### src/rtl/grf_wb_commit_pkg.sv
// ============================================================================
// Module : grf_wb_commit_pkg
// Brief  : Shared widths, register-zero constant and write-back entry type.
// Rev    : 1.0
// ============================================================================
`default_nettype none

package grf_wb_commit_pkg;

    localparam int              REG_AW   = 5;
    localparam int              XLEN_DEF = 32;
    localparam logic [REG_AW-1:0] REG_ZERO = 5'd0;

    typedef struct packed {
        logic [REG_AW-1:0]   addr;
        logic [XLEN_DEF-1:0] data;
        logic [XLEN_DEF-1:0] pc;
    } wb_entry_t;

    function automatic logic is_real_reg(input logic [REG_AW-1:0] a);
        return a != REG_ZERO;
    endfunction

endpackage

`default_nettype wire

### src/rtl/grf_wb_commit_if.sv
// ============================================================================
// Module : grf_wb_commit_if
// Brief  : Producer/decode/GRF-side signal bundle of the write-back commit unit.
// Rev    : 1.0
// ============================================================================
`default_nettype none

interface grf_wb_commit_if
    import grf_wb_commit_pkg::*;
#(
    parameter int XLEN = XLEN_DEF
) ();

    logic              pipe_we;
    logic [REG_AW-1:0] pipe_addr;
    logic [XLEN-1:0]   pipe_data;
    logic [XLEN-1:0]   pipe_pc;

    logic              md_alloc;
    logic [REG_AW-1:0] md_alloc_addr;
    logic              md_valid;
    logic              md_ready;
    logic [REG_AW-1:0] md_addr;
    logic [XLEN-1:0]   md_data;
    logic [XLEN-1:0]   md_pc;

    logic [REG_AW-1:0] rs_addr;
    logic [REG_AW-1:0] rt_addr;
    logic              rs_pending;
    logic              rt_pending;

    logic              grf_we;
    logic [REG_AW-1:0] grf_a3;
    logic [XLEN-1:0]   grf_wd;
    logic [XLEN-1:0]   grf_pc;

    modport master (
        output pipe_we, pipe_addr, pipe_data, pipe_pc,
        output md_alloc, md_alloc_addr, md_valid, md_addr, md_data, md_pc,
        output rs_addr, rt_addr,
        input  md_ready, rs_pending, rt_pending,
        input  grf_we, grf_a3, grf_wd, grf_pc
    );

    modport slave (
        input  pipe_we, pipe_addr, pipe_data, pipe_pc,
        input  md_alloc, md_alloc_addr, md_valid, md_addr, md_data, md_pc,
        input  rs_addr, rt_addr,
        output md_ready, rs_pending, rt_pending,
        output grf_we, grf_a3, grf_wd, grf_pc
    );

endinterface

`default_nettype wire

### src/rtl/grf_wb_commit_fifo.sv
// ============================================================================
// Module : grf_wb_fifo
// Brief  : DEPTH-entry FIFO of mul/div write-back entries, no bypass.
// Rev    : 1.0
// ============================================================================
`default_nettype none

module grf_wb_fifo #(
    parameter int DEPTH = 4,
    parameter int WIDTH = 69
) (
    input  wire logic             clk,
    input  wire logic             reset,
    input  wire logic             i_push,
    input  wire logic [WIDTH-1:0] i_din,
    input  wire logic             i_pop,
    output logic      [WIDTH-1:0] o_head,
    output logic                  o_full,
    output logic                  o_empty
);

    localparam int PW = $clog2(DEPTH);
    localparam int CW = $clog2(DEPTH + 1);

    logic [WIDTH-1:0] r_mem [DEPTH];
    logic [PW-1:0]    r_rd;
    logic [PW-1:0]    r_wr;
    logic [CW-1:0]    r_count;
    logic             w_push_ok;
    logic             w_pop_ok;

    assign o_full    = (r_count == CW'(DEPTH));
    assign o_empty   = (r_count == '0);
    assign w_push_ok = i_push && !o_full;
    assign w_pop_ok  = i_pop && !o_empty;
    assign o_head    = r_mem[r_rd];

    // Pointers wrap naturally because DEPTH is a power of two.
    always_ff @(posedge clk or posedge reset) begin
        if (reset) begin
            r_rd    <= '0;
            r_wr    <= '0;
            r_count <= '0;
        end else begin
            if (w_push_ok) r_wr <= r_wr + PW'(1);
            if (w_pop_ok)  r_rd <= r_rd + PW'(1);
            case ({w_push_ok, w_pop_ok})
                2'b10:   r_count <= r_count + CW'(1);
                2'b01:   r_count <= r_count - CW'(1);
                default: r_count <= r_count;
            endcase
        end
    end

    always_ff @(posedge clk) begin
        if (w_push_ok) r_mem[r_wr] <= i_din;
    end

endmodule

`default_nettype wire

### src/rtl/grf_wb_commit.sv
// ============================================================================
// Module : grf_wb_commit
// Brief  : Sole GRF write-port driver merging WB-stage and mul/div results,
//          with a pending-register scoreboard for decode hazard stalls.
// Rev    : 1.0
// ============================================================================
`default_nettype none

module grf_wb_commit
    import grf_wb_commit_pkg::*;
#(
    parameter int DEPTH = 4,
    parameter int XLEN  = XLEN_DEF
) (
    input  wire logic     clk,
    input  wire logic     reset,
    grf_wb_commit_if.slave bus
);

    localparam int EW = REG_AW + 2 * XLEN;

    logic [EW-1:0]     w_din;
    logic [EW-1:0]     w_head;
    logic [REG_AW-1:0] w_head_addr;
    logic [XLEN-1:0]   w_head_data;
    logic [XLEN-1:0]   w_head_pc;
    logic              w_full;
    logic              w_empty;
    logic              w_push;
    logic              w_pop;
    logic              w_pipe_commit;
    logic [31:0]       w_pending_nxt;

    logic              r_we;
    logic [REG_AW-1:0] r_a3;
    logic [XLEN-1:0]   r_wd;
    logic [XLEN-1:0]   r_pc;
    logic [31:0]       r_pending;

    assign w_din       = {bus.md_addr, bus.md_data, bus.md_pc};
    assign w_head_addr = w_head[EW-1 -: REG_AW];
    assign w_head_data = w_head[2*XLEN-1 -: XLEN];
    assign w_head_pc   = w_head[XLEN-1:0];

    // Pipe writes win; results to r0 are accepted but never queued.
    assign w_pipe_commit = bus.pipe_we && is_real_reg(bus.pipe_addr);
    assign w_pop         = !w_pipe_commit && !w_empty;
    assign w_push        = bus.md_valid && !w_full && is_real_reg(bus.md_addr);

    grf_wb_fifo #(
        .DEPTH (DEPTH),
        .WIDTH (EW)
    ) u_fifo (
        .clk     (clk),
        .reset   (reset),
        .i_push  (w_push),
        .i_din   (w_din),
        .i_pop   (w_pop),
        .o_head  (w_head),
        .o_full  (w_full),
        .o_empty (w_empty)
    );

    // Clear first, then set, so a same-edge alloc of the committing reg wins.
    always_comb begin
        w_pending_nxt = r_pending;
        if (w_pop) w_pending_nxt[w_head_addr] = 1'b0;
        if (bus.md_alloc && is_real_reg(bus.md_alloc_addr))
            w_pending_nxt[bus.md_alloc_addr] = 1'b1;
        w_pending_nxt[0] = 1'b0;
    end

    always_ff @(posedge clk or posedge reset) begin
        if (reset) begin
            r_we      <= 1'b0;
            r_a3      <= '0;
            r_wd      <= '0;
            r_pc      <= '0;
            r_pending <= '0;
        end else begin
            if (w_pipe_commit) begin
                r_we <= 1'b1;
                r_a3 <= bus.pipe_addr;
                r_wd <= bus.pipe_data;
                r_pc <= bus.pipe_pc;
            end else if (w_pop) begin
                r_we <= 1'b1;
                r_a3 <= w_head_addr;
                r_wd <= w_head_data;
                r_pc <= w_head_pc;
            end else begin
                r_we <= 1'b0;
            end
            r_pending <= w_pending_nxt;
        end
    end

    assign bus.md_ready   = !w_full;
    assign bus.rs_pending = is_real_reg(bus.rs_addr) && r_pending[bus.rs_addr];
    assign bus.rt_pending = is_real_reg(bus.rt_addr) && r_pending[bus.rt_addr];
    assign bus.grf_we     = r_we;
    assign bus.grf_a3     = r_a3;
    assign bus.grf_wd     = r_wd;
    assign bus.grf_pc     = r_pc;

endmodule

`default_nettype wire

### src/flat_wrapper.sv
// flat-port wrapper written by rule: the top's interface ports become plain ports
module grf_wb_commit_flat import grf_wb_commit_pkg::*;
#(
    parameter int DEPTH = 4,
    parameter int XLEN  = XLEN_DEF
)
  (clk, reset, bus_pipe_we, bus_pipe_addr, bus_pipe_data, bus_pipe_pc, bus_md_alloc, bus_md_alloc_addr, bus_md_valid, bus_md_addr, bus_md_data, bus_md_pc, bus_rs_addr, bus_rt_addr, bus_md_ready, bus_rs_pending, bus_rt_pending, bus_grf_we, bus_grf_a3, bus_grf_wd, bus_grf_pc);
  grf_wb_commit_if #(.XLEN(XLEN)) bus_i ();
  input  wire logic clk;
  input  wire logic reset;
  input wire logic [$bits(bus_i.pipe_we)-1:0] bus_pipe_we;
  input wire logic [$bits(bus_i.pipe_addr)-1:0] bus_pipe_addr;
  input wire logic [$bits(bus_i.pipe_data)-1:0] bus_pipe_data;
  input wire logic [$bits(bus_i.pipe_pc)-1:0] bus_pipe_pc;
  input wire logic [$bits(bus_i.md_alloc)-1:0] bus_md_alloc;
  input wire logic [$bits(bus_i.md_alloc_addr)-1:0] bus_md_alloc_addr;
  input wire logic [$bits(bus_i.md_valid)-1:0] bus_md_valid;
  input wire logic [$bits(bus_i.md_addr)-1:0] bus_md_addr;
  input wire logic [$bits(bus_i.md_data)-1:0] bus_md_data;
  input wire logic [$bits(bus_i.md_pc)-1:0] bus_md_pc;
  input wire logic [$bits(bus_i.rs_addr)-1:0] bus_rs_addr;
  input wire logic [$bits(bus_i.rt_addr)-1:0] bus_rt_addr;
  output wire logic [$bits(bus_i.md_ready)-1:0] bus_md_ready;
  output wire logic [$bits(bus_i.rs_pending)-1:0] bus_rs_pending;
  output wire logic [$bits(bus_i.rt_pending)-1:0] bus_rt_pending;
  output wire logic [$bits(bus_i.grf_we)-1:0] bus_grf_we;
  output wire logic [$bits(bus_i.grf_a3)-1:0] bus_grf_a3;
  output wire logic [$bits(bus_i.grf_wd)-1:0] bus_grf_wd;
  output wire logic [$bits(bus_i.grf_pc)-1:0] bus_grf_pc;
  assign bus_i.pipe_we = bus_pipe_we;
  assign bus_i.pipe_addr = bus_pipe_addr;
  assign bus_i.pipe_data = bus_pipe_data;
  assign bus_i.pipe_pc = bus_pipe_pc;
  assign bus_i.md_alloc = bus_md_alloc;
  assign bus_i.md_alloc_addr = bus_md_alloc_addr;
  assign bus_i.md_valid = bus_md_valid;
  assign bus_i.md_addr = bus_md_addr;
  assign bus_i.md_data = bus_md_data;
  assign bus_i.md_pc = bus_md_pc;
  assign bus_i.rs_addr = bus_rs_addr;
  assign bus_i.rt_addr = bus_rt_addr;
  assign bus_md_ready = bus_i.md_ready;
  assign bus_rs_pending = bus_i.rs_pending;
  assign bus_rt_pending = bus_i.rt_pending;
  assign bus_grf_we = bus_i.grf_we;
  assign bus_grf_a3 = bus_i.grf_a3;
  assign bus_grf_wd = bus_i.grf_wd;
  assign bus_grf_pc = bus_i.grf_pc;
  grf_wb_commit #(.DEPTH(DEPTH), .XLEN(XLEN)) u_core (.clk(clk), .reset(reset), .bus(bus_i));
endmodule
### config.mk
export PLATFORM = sky130hd
export DESIGN_NAME = grf_wb_commit_flat
export DESIGN_NICKNAME = d
export VERILOG_FILES = /design/src/rtl/grf_wb_commit_pkg.sv /design/src/rtl/grf_wb_commit_if.sv /design/src/rtl/grf_wb_commit_fifo.sv /design/src/rtl/grf_wb_commit.sv /design/src/flat_wrapper.sv
export SDC_FILE = /design/constraint.sdc
export NUM_CORES = 1
export LEC_CHECK = 0
export BUFFER_PORTS_ARGS = -buffer_cell sky130_fd_sc_hd__buf_2
export CAP_MARGIN = 15
export CELL_PAD_IN_SITES_DETAIL_PLACEMENT = 0
export CELL_PAD_IN_SITES_GLOBAL_PLACEMENT = 1
export CORE_MARGIN = 2
export CORE_UTILIZATION = 45
export CTS_BUF_LIST = sky130_fd_sc_hd__clkbuf_8
export DETAILED_ROUTE_END_ITERATION = 7
export PLACE_DENSITY_LB_ADDON = 0.1
export SYNTH_ARGS = -nofsm -noshare
export SYNTH_HDL_FRONTEND = slang
export SYNTH_SLANG_ARGS = --single-unit
### constraint.sdc
create_clock -name clk -period 5.11 [get_ports clk]
set_input_delay 0 -clock clk [delete_from_list [all_inputs] [get_ports clk]]
set_output_delay 0 -clock clk [all_outputs]
set_load 0.02 [all_outputs]
==> out/metrics.cfg, run 1 <==
[status]
status=complete, no violations

[placement]
placed_area_mm2=0.0173
dp_hpwl_um=22200
io_buffer_count=230
gp_congestion=0.779

[clocking]
cts_buffers=66
cts_tree=done
clk_latency_ps=590
cts_buffer_depth=3
path_clk_slew_ps=60
postCtsSetupRepairBufs=0
cts_sinks=384
cts_resized=0
cts_hold_buffers=156
root_buffer=clkbuf_8
ctsHtreeMaxLevel=3

[yosys]
synthTopCellsByArea=edfxtp_1, dfrtp_1, mux4_2, mux2i_1, a21oi_1
async_flop_share=0.281
synth-edff-count=276
synthTopCellsByCount=edfxtp_1, nor2_1, a21oi_1
synth_most_common_cell=edfxtp_1
synth.largest_area_cell=edfxtp_1
syn_nets=1134
syn-mean-instance-area_um2=16.2
synth_ff_type=edfxtp_1
synth_seq_cells=384
synth_area_mm2=0.0157
synth_warnings=0
ys_seq_area_frac=0.699
synth_cell_types=43
synthCells=970
synth.top_cell.area_share=0.527

[timing]
period_share=0.625
fin_crit_ps=3190
drv_slew=0
setup_tns_ps=0
hold_viol_final=0
fmax_mhz=313
rsz0062_at_grt=false
finalSetupViolations=0
skew_ps=42.5
max_slew_margin=0.410
worst_pin_slew_ps=884

[critical_path]
rr_worst_depth=5
timing.rr.end=u_core.r_pending[8]
crit_fanout=38
critPathKind=reg2reg
arrival_ps=3660
reg2reg_from=u_core.u_fifo.r_rd[1]
crit_path_start_kind=flop
worstSetupStartpoint=u_core.u_fifo.r_rd[1]
r2r_setup_slack_ps=1920
crit_required_ps=5570
crit_path_end_kind=flop

[die]
die_h_um=191
rows=68
die_x_um=191
ios=231
core-area_mm2=0.0345
start_util=0.456
fp.dieArea_mm2=0.0365

[global_route]
grt_first_pass_wirelength_um=58200
grt_overflow=0
track_usage=0.211
grt_max_degree=138
antenna_found_initial=1
grt_pass1_vias=10379

[routing]
dr.pass1.iters=5
vias=9924
drc=0
viasPerCell=5.24
wl_per_cell_um=19.9
drt_iter0_markers=529
ant_nets=0
detail_route.wirelength_um=37600

[final_layout]
nNetsFinal=1547
drive_gt1_frac=0.291
finalInstanceArea_mm2=0.0202
area_growth_pct=28.2
nFillCells=2822

[power_and_ir_drop]
ir_worst_vdd_v=0.000250
leakagePower_uw=0.00809
power_per_cell_area_mw_per_mm2=526

[worst_hold_path]
hold_depth=4
holdPathEnd=u_core.u_fifo.r_rd[0]
min_path_type=in2reg
hold_start=bus_pipe_we

[job]
maxCapViolCount=0

## cell type report
class	count	area, um2	share of cell area
Antenna cell	1	2.50	0.000124
Clock buffer	74	1020	0.0505
Clock inverter	48	282	0.0140
Inverter	8	32.5	0.00161
Multi-Input combinational cell	527	4470	0.221
Sequential cell	384	11000	0.545
Tap cell	455	569	0.0282
Timing Repair Buffer	396	2800	0.139
## cell usage in the layout, fill, tap and decap left out, types with 3 or more instances in the layout
master | netlist | routed
nand2b_1 | 9 | 9
nor3_1 | 23 | 23
inv_1 | 7 | 35
buf_4 | 5 | 9
mux2_2 | 3 | 3
mux2i_1 | 97 | 97
ha_1 | 5 | 5
and2_4 | 0 | 4
or3b_2 | 3 | 3
buf_2 | 36 | 230
nor3_2 | 3 | 3
nand2_1 | 11 | 11
clkinv_2 | 0 | 5
a31oi_1 | 7 | 7
clkinv_1 | 0 | 7
nand3_1 | 9 | 9
nand3b_1 | 5 | 5
xnor2_1 | 4 | 4
clkbuf_8 | 0 | 74
dlygate4sd3_1 | 0 | 156
a21oi_1 | 115 | 115
mux4_2 | 70 | 70
edfxtp_1 | 276 | 276
dfrtp_1 | 108 | 106
nor2b_1 | 4 | 4
nor2_1 | 122 | 122
a22oi_1 | 6 | 6
## through the flow
| step | total power (uW) | setup slack, ps | util | std cells | hold slack, ps |
|---|---|---|---|---|---|
| after CTS | 10800 | 1910 | 0.585 | 1892 | 14.9 |
| final | 10600 | 1920 | 0.585 | 1893 | 56.0 |
| after global routing | 11200 | 1750 | 0.585 | 1893 | 51.9 |
| after floorplan | 6940 | 2120 | - | 970 | 98.9 |
| after detailed placement | 7920 | 2300 | 0.502 | 1614 | 218 |
| after global placement | 7880 | 2320 | 0.502 | 1614 | 216 |
## cells by family after synthesis
group	share of synthesized area
AOI/OAI and AO/OA	0.0462
and+or+nand+nor	0.0625
muxes	0.165
adders and majority gates	0.00525
DFF	0.699
xor gates and xnor gates	0.00334
buffers and inverters	0.0191
## report_power, final
part	switching [uW]	internal [uW]
Combinational	1790	1480
Clock	1240	1450
Sequential	459	4190
Total	3500	7120
## critical path: stages (launching register included)
cell and delay (ps):
dfrtp_4 820, buf_4 590, mux4_2 460, nor2_1 470
a31oi_1 150, dlygate4sd3_1 600
## worst max-delay path by stage
| stage | to |
|---|---|
| finish | u_core.r_pending[8] |
| global route | u_core.r_pending[10] |
| CTS | u_core.r_pending[10] |
| detailed placement | u_core.bus.grf_pc[12] |
| global placement | u_core.bus.grf_pc[11] |
| floorplan | u_core.u_fifo.r_mem[0][0] |
## routing by layer
layer	up-vias	wire, um	GRT usage
li1	4588	-	-
met1	4963	16700	0.287
met2	310	18000	0.341
met3	63	2120	0.0409
met4	0	836	0.0710
met5	-	0	0
## sequential cells by signal (all words and copies together), names as in the netlist, 2 cells and up
signal and count:
u_core.bus.grf_wd 32, u_core.u_fifo.r_mem 276, u_core.r_pending 31, u_core.u_fifo.r_rd 2
u_core.u_fifo.r_count 3, u_core.bus.grf_a3 5, u_core.bus.grf_pc 32, u_core.u_fifo.r_wr 2
Power figures use the tool's default switching activity.
==> run 2, diff against run 1 <==
Clock period 5.11 ns to 3.2 ns, I/O delays scaled along.
==> run 2 against run 1 <==
  * Die area stayed put
  * Clock power up 61%
  * Register-to-register slack got worse by 1500 ps
  * Final area is 1.3% higher
  * Routed wire length decreased by 4.1%
  * Clock skew shrank 16 ps
  * Largest power group unchanged
==> out/metrics.cfg, run 2 (same netlist as run 1, synthesis figures left out) <==
[status]
status=complete, no violations

[clocking]
cts_tree=done
clk_latency_ps=580  ; about the same
cts_buffers=66  ; unchanged
cts_sinks=384  ; unchanged
postCtsSetupRepairBufs=0  ; unchanged
cts_buffer_depth=3  ; unchanged
root_buffer=clkbuf_8
ctsHtreeMaxLevel=3  ; unchanged
path_clk_slew_ps=50  ; about the same

[routing]
vias=9854  ; -0.71%
wl_per_cell_um=18.9  ; -5.0%
viasPerCell=5.15  ; -1.7%
dr.pass1.iters=5  ; unchanged
ant_nets=0  ; unchanged
drc=0  ; unchanged
detail_route.wirelength_um=36100  ; -4.1%
drt_iter0_markers=663  ; +25%

[final_layout]
nNetsFinal=1565  ; +1.2%
finalInstanceArea_mm2=0.0204  ; +1.3%
largest_reg_flops=276  ; unchanged
layout_common_cells=edfxtp_1, buf_2, dlygate4sd3_1, nor2_1, a21oi_1
drive_gt1_frac=0.296  ; +0.00465
regMostFlops=u_core.u_fifo.r_mem
final_util=0.593  ; +0.00762
final_common_cell=edfxtp_1
area_growth_pct=29.9
stdcell_count=1912  ; +1.0%

[critical_path]
rr_worst_depth=5  ; unchanged
reg2reg_from=u_core.u_fifo.r_rd[0]
r2r_setup_slack_ps=440  ; -1480 ps
crit_required_ps=3640  ; -1930 ps
arrival_ps=3200  ; -460 ps
crit_fanout=17  ; -55%
crit_path_end_kind=flop
crit_path_start_kind=flop
timing.rr.end=u_core.r_pending[2]
critPathKind=reg2reg

[timing]
finalSetupViolations=0  ; unchanged
rsz0062_at_grt=false
period_share=0.863  ; +0.238
hold_viol_final=0  ; unchanged
fin_crit_ps=2760  ; -431 ps
skew_ps=26.5  ; -16.0 ps
fmax_mhz=362  ; +16%
setup_tns_ps=0  ; unchanged
max_slew_margin=0.411  ; about the same
worst_pin_slew_ps=884  ; -0.497 ps
drv_slew=0  ; unchanged

[die]
fp.dieArea_mm2=0.0365  ; unchanged
ios=231  ; unchanged
die_x_um=191  ; unchanged
start_util=0.456  ; unchanged
core-area_mm2=0.0345  ; unchanged
rows=68  ; unchanged
die_h_um=191  ; unchanged

[placement]
placed_area_mm2=0.0174  ; +0.74%
gp_congestion=0.774  ; -0.65%
io_buffer_count=230  ; unchanged
dp_hpwl_um=21800  ; -1.7%
dpl.cell_count=1621  ; +0.43%

[global_route]
antenna_found_initial=0  ; -1
track_usage=0.200  ; -0.0102
grt_overflow=0  ; unchanged
grt_pass1_vias=10235  ; -1.4%
grt_max_degree=126  ; -8.7%
grt_first_pass_wirelength_um=55900  ; -3.9%

[power_and_ir_drop]
power_per_cell_area_mw_per_mm2=837  ; +59%
totalPowerFinal_uw=17100  ; +61%
leakagePower_uw=0.00817  ; +1.0%
ir_worst_vdd_v=0.000470  ; +88%

[job]
maxCapViolCount=0  ; unchanged

[worst_hold_path]
min_path_type=in2async

[run 2: cell count changes in the layout (fill, tap and decap cells not counted), sizes merged]
cell and change:
bufinv -1, clkinvlp +1, buf +7, inv -11, diode +1, clkinv +4, clkbuf +7, dlygate4sd3 +11
[run 2: worst max path at each step]
| stage | start | endpoint | slack, ps | depth (start not counted) |
|---|---|---|---|---|
| after floorplan | u_core.u_fifo.r_count[0] | u_core.u_fifo.r_mem[0][0] | 210 | 4 |
| after global placement | u_core.u_fifo.r_rd[0] | u_core.r_pending[12] | 910 | 5 |
| after detailed placement | u_core.u_fifo.r_rd[0] | u_core.r_pending[12] | 890 | 5 |
| after CTS | u_core.u_fifo.r_rd[0] | u_core.r_pending[10] | 390 | 5 |
| after global routing | u_core.u_fifo.r_rd[0] | u_core.r_pending[2] | 220 | 5 |
| final | u_core.u_fifo.r_rd[0] | u_core.r_pending[2] | 440 | 5 |
[run 2: where the power goes]
part           internal [uW]  switching [uW]
Sequential              6690             564
Clock                   2380            1940
Combinational           2490            3030
[run 2: metal layers]
| layer | vias up | share of wire | global-route usage |
|---|---|---|---|
| met2 | 266 | 0.49 | 0.327 |
| met4 | 0 | 0.015 | 0.0575 |
| li1 | 4616 | - | - |
| met5 | - | 0 | 0 |
| met3 | 49 | 0.053 | 0.0402 |
| met1 | 4923 | 0.45 | 0.275 |
[run 2: layout make-up]
cell class / count / area (um2)
multi-input combinational: 527 / 4470
clock inverter: 41 / 208
inverter: 8 / 32.5
sequential: 384 / 11000
fill: 2759 / 14000
timing repair buffer: 414 / 3040
tap: 455 / 569
antenna: 2 / 5.00
clock buffer: 81 / 1110
[run 2: worst max-delay path, stage by stage (launching register included)]
cell and delay (ps):
dfrtp_4 490, buf_4 360, mux4_2 620, nor2_1 410
a31oi_1 160, dlygate4sd3_1 600
[run 2: stage by stage]
step	setup slack (ps)	hold WS, ps
6_report	439	57.9
5_1_grt	216	94.4
4_1_cts	391	43.5
3_5_place_dp	886	109
3_3_place_gp	908	109
2_1_floorplan	208	98.9
[run 2: repair_timing]
item,4_1_cts,5_1_grt
hold endpoints to repair,416,0
hold buffers,167,0
gates resized for setup,0,0
